==> config.mk <==
export PLATFORM = sky130hd
export DESIGN_NAME = lfsr_generator
export DESIGN_NICKNAME = d
export VERILOG_FILES = /design/src/rtl/lfsr_generator.sv
export SDC_FILE = /design/constraint.sdc
export NUM_CORES = 1
export LEC_CHECK = 0
export CORE_UTILIZATION = 29
export DETAILED_ROUTE_END_ITERATION = 8
export PLACE_DENSITY = 0.51
export SYNTH_ARGS = -nofsm -noshare
export SYNTH_HDL_FRONTEND = slang
export SYNTH_SLANG_ARGS = --single-unit
==> constraint.sdc <==
create_clock -name i_clk -period 2.2 [get_ports i_clk]
set_input_delay 0.44 -clock i_clk [delete_from_list [all_inputs] [get_ports i_clk]]
set_output_delay 0.44 -clock i_clk [all_outputs]
set_load 0.05 [all_outputs]
==> src/rtl/lfsr_generator.sv <==
// 16-bit de Bruijn LFSR word generator with a soft reseed, a word counter and
// a small error injector that flips bit 0 of a burst of output words.
module lfsr_generator #(
  parameter int DEF_SEED      = 300,
  parameter int CORRUPT_WORDS = 3
) (
  input  logic        i_clk,
  input  logic        i_rst,
  input  logic        i_soft_reset,
  input  logic [15:0] i_seed,
  input  logic        i_valid,
  input  logic        i_corrupt,
  output logic [15:0] o_LFSR,
  output logic        o_valid,
  output logic        o_corrupting,
  output logic [15:0] o_word_count
);

  typedef enum logic {IDLE = 1'b0, BURST = 1'b1} inj_state_e;

  localparam logic [15:0] SEED_RST  = 16'(DEF_SEED);
  localparam logic [15:0] BURST_LEN = 16'(CORRUPT_WORDS);
  localparam bit          INJ_EN    = (CORRUPT_WORDS > 0);

  logic [15:0] s_q, s_d;
  logic [15:0] lfsr_q, lfsr_d;
  logic        vld_q, vld_d;
  logic [15:0] wcnt_q, wcnt_d;
  inj_state_e  state_q, state_d;
  logic [15:0] burst_q, burst_d;

  // The (S[14:0]==0) term splices 0x0000 into the cycle, giving all 2^16 states.
  function automatic logic [15:0] lfsr_next(input logic [15:0] s);
    logic        fb;
    logic [15:0] n;
    fb   = s[15] ^ (s[14:0] == 15'd0);
    n    = {s[14:0], fb};
    n[2] = n[2] ^ fb;
    n[3] = n[3] ^ fb;
    n[5] = n[5] ^ fb;
    return n;
  endfunction

  // Next-state: reseed wins, then LFSR step, then injector state machine.
  always_comb begin
    s_d     = s_q;
    lfsr_d  = lfsr_q;
    vld_d   = 1'b0;
    wcnt_d  = wcnt_q;
    state_d = state_q;
    burst_d = burst_q;
    if (i_soft_reset) begin
      s_d     = i_seed;
      lfsr_d  = 16'h0000;
      wcnt_d  = 16'h0000;
      state_d = IDLE;
      burst_d = 16'h0000;
    end else begin
      if (i_valid) begin
        s_d    = lfsr_next(s_q);
        // Mask touches only the emitted word; S always advances clean.
        lfsr_d = lfsr_next(s_q) ^ {15'd0, state_q == BURST};
        vld_d  = 1'b1;
        wcnt_d = wcnt_q + 16'd1;
      end
      case (state_q)
        IDLE: begin
          // Request is only armed here; the first corrupted word is the next step.
          if (i_corrupt && INJ_EN) begin
            state_d = BURST;
            burst_d = BURST_LEN;
          end
        end
        BURST: begin
          // i_corrupt is ignored in BURST, so a held request leaves a clean gap.
          if (i_valid) begin
            burst_d = burst_q - 16'd1;
            if (burst_q == 16'd1) state_d = IDLE;
          end
        end
        default: state_d = IDLE;
      endcase
    end
  end

  // State registers; async reset also cancels any burst in flight.
  always_ff @(posedge i_clk or posedge i_rst) begin
    if (i_rst) begin
      s_q     <= SEED_RST;
      lfsr_q  <= 16'h0000;
      vld_q   <= 1'b0;
      wcnt_q  <= 16'h0000;
      state_q <= IDLE;
      burst_q <= 16'h0000;
    end else begin
      s_q     <= s_d;
      lfsr_q  <= lfsr_d;
      vld_q   <= vld_d;
      wcnt_q  <= wcnt_d;
      state_q <= state_d;
      burst_q <= burst_d;
    end
  end

  assign o_LFSR       = lfsr_q;
  assign o_valid      = vld_q;
  assign o_corrupting = (state_q == BURST);
  assign o_word_count = wcnt_q;

endmodule
==> flow_summary.yaml <==
synth:
  ys.warnings.count: 0
  sequential_cell_area_fraction_in_the_yosys_report_pct: 49.3
  synth.distinct_cells: 51
  synthesis.nets: 364
  syn-instance-count: 340
  dominantRegCellSynth: "dfrtp_1"
  synthesis.area_um2: 3360
  postSynthRegisterBits: 66
  synth.avg_cell_area_um2: 9.89
  synth-async-reset-ratio_pct: 100
  synth_enable_flop_cells: 0
die:
  die_x_um: 110
  floorplan.die.height_um: 110
  core_area_um2: 11100
  ioPinCount: 55
  placementRows: 38
  floorplan.initialDensity_pct: 30.4
  design.die.area_um2: 12000
timing:
  worst_clock_skew_on_the_final_layout_ns: 0.00660
  drv_slew: 0
  fin_hold_ws_ns: 0.479
  hold_viol_final: 0
  portion_of_the_clock_cycle_consumed_by_the_worst_path_in_the_final_layout_pct: 96.0
  rsz_0062_raised_after_global_routing: "no"
  setup_violating_endpoint_count_in_the_final_report: 0
  slew-limit-headroom_pct: 61.6
  max_clock_freq_ghz: 0.473
  finalWorstPathRequiredPeriod_ns: 2.11
  worst_slew_pin_slew_ns: 0.572
cts:
  clock_transition_at_the_registers_of_the_reported_paths_ns: 0.06
  max-clock-path-buffers: 2
  cts_setup_buffers: 0
  numClockSinks: 66
  cts_max_level: 3
  cts_made_buffers: 9
  cts.root.buffer_cell: "clkbuf_16"
  cts.repair.resized: 0
  clk_latency_ns: 0.33
  cts_tree: "built"
  cts-hold-fix-buffers: 0
global_routing:
  grt_pass1_wl_mm: 13.6
  grt_usage_pct: 14.7
  grt_pass1_vias: 2735
  grt_remaining_overflow: 0
  maximum_number_of_pins_on_one_net_before_global_route_repair: 51
  antenna_found_initial: 0
detailed_routing:
  post_dr_vias_cell: 5.13
  wl_per_cell_um: 14.9
  routed-via-count: 2781
  detail-route-antenna-nets: 0
  drt_pre_antenna_iters: 4
  dr.first_iter.drc_count: 96
  drc: 0
  totalWireLength_mm: 8.07
final_layout:
  post_layout_instance_area_um2: 4430
  n_fill_cell: 1100
  drive_gt1_share_pct: 11.7
  leading_cell_type_in_the_layout_fill_and_taps_excluded: "dfrtp_1"
  layout_common_cells: "62 x dfrtp_1, 51 x clkdlybuf4s50_1, 39 x nor2_1"
  layout.area.seq_um2: 1660
  flow.area_growth_from_synthesis_pct: 31.6
  n_antenna_cell: 0
  count_of_nets_after_finishing: 421
  multiInputGateArea_um2: 1560
hold_path:
  timing.hold.worst.class: "primary input to async pin"
run_status:
  outcome: "completed"
worst_setup_path:
  arrival_ns: 2.32
  start_kind: "flip-flop"
  crit_path_max_fanout: 9
  critical_path_required_ns: 2.41
  setup.worst_path.class: "flip-flop to flip-flop"
  cp-end-kind: "flip-flop"
pwr:
  ir_worst_vdd_mv: 0.421
  p_leak_uw: 0.00191
  powerDensity_nw_per_um2: 864
place:
  gpl.final_weighted_congestion: 0.724
  place.detailed.hpwl_mm: 5.49
  placed_cell_area_um2: 4060
  placement.io_buffers: 54
job:
  max_cap_viol_count: 0
[cell type report]
class	count	area share, %
Sequential cell	66	37.4
Multi-Input combinational cell	243	35.2
Timing Repair Buffer	65	14.1
Clock buffer	9	5.09
Tap cell	140	3.96
Clock inverter	7	3.19
Inverter	12	1.02
[sequential cells by signal, summed over array words and instances (netlist names)]
name,flops
burst_q,16
o_LFSR,16
o_word_count,16
s_q,16
o_corrupting,1
o_valid,1
[worst paths after layout]
path	start	end	slack (ns)	cells after the start
max	burst_q[5]$_DFFE_PP0P_	burst_q[12]$_DFFE_PP0P_	0.09	4
min	i_rst	o_word_count[4]$_DFFE_PP0P_	0.48	3
max reg2reg	burst_q[5]$_DFFE_PP0P_	burst_q[12]$_DFFE_PP0P_	0.09	4
min reg2reg	o_LFSR[2]$_DFFE_PP0P_	o_LFSR[2]$_DFFE_PP0P_	0.52	2
max in group asynchronous	i_rst	s_q[2]$_DFFE_PP1P_	1.37	3
min in group i_clk	o_LFSR[2]$_DFFE_PP0P_	o_LFSR[2]$_DFFE_PP0P_	0.52	2
[per-layer routing]
layer | share of wire, % | routed length [µm] | up-vias | global-route usage [%]
met5 | 0 | 0 | - | 0
met4 | 1.0 | 84 | 0 | 5.71
met3 | 4.0 | 324 | 6 | 3.50
met1 | 49 | 3980 | 1371 | 20.0
li1 | - | - | 1342 | -
met2 | 46 | 3680 | 62 | 22.6
[cell usage after synthesis (8+ instances only)]
cell type / n / area, µm²
mux2i_1: 30 / 300
clkbuf_1: 13 / 48.8
dfrtp_1: 62 / 1550
nor3_1: 8 / 40.0
a21oi_1: 14 / 70.1
o21ai_0: 25 / 125
nor2_1: 39 / 146
nand3_1: 9 / 45.0
nand2_1: 25 / 93.8
xor2_1: 8 / 70.1
inv_1: 10 / 37.5
[power by group]
part	switching (µW)	internal, µW	leakage, µW	total [µW]
clock	533	1220	0.000176	1750
sequential	101	1320	0.000866	1420
combinational	379	269	0.000872	648
[critical path: stages, from the launching register on]
cell and delay (ns):
dfrtp_1 0.40, or4_4 0.57, a311o_1 0.44, or4_1 0.45, mux2i_1 0.13
[through the flow]
stage               setup TNS [ns]  power (µW)  instances  worst slack (ns)  utilization, %
floorplan                        0        1880        340            0.0814               -
global placement            -0.512        2080        526            -0.141            36.6
detailed placement          -0.713        2090        526            -0.171            36.6
CTS                              0        3860        542             0.101            39.9
global route                     0        4000        542            0.0214            39.9
finish                           0        3820        542            0.0872            39.9
[cell families (layout without fill, tap and decap cells)]
family / Yosys count / after routing / share of synthesized area [%]
simple gates: 126 / 126 / 19.2
fa+ha+maj: 3 / 3 / 1.12
buf+inv: 31 / 93 / 4.39
compound gates: 69 / 69 / 13.1
xor+xnor: 14 / 14 / 3.65
mux: 31 / 31 / 9.26
flops: 66 / 66 / 49.3
Power figures use the tool's default switching activity.
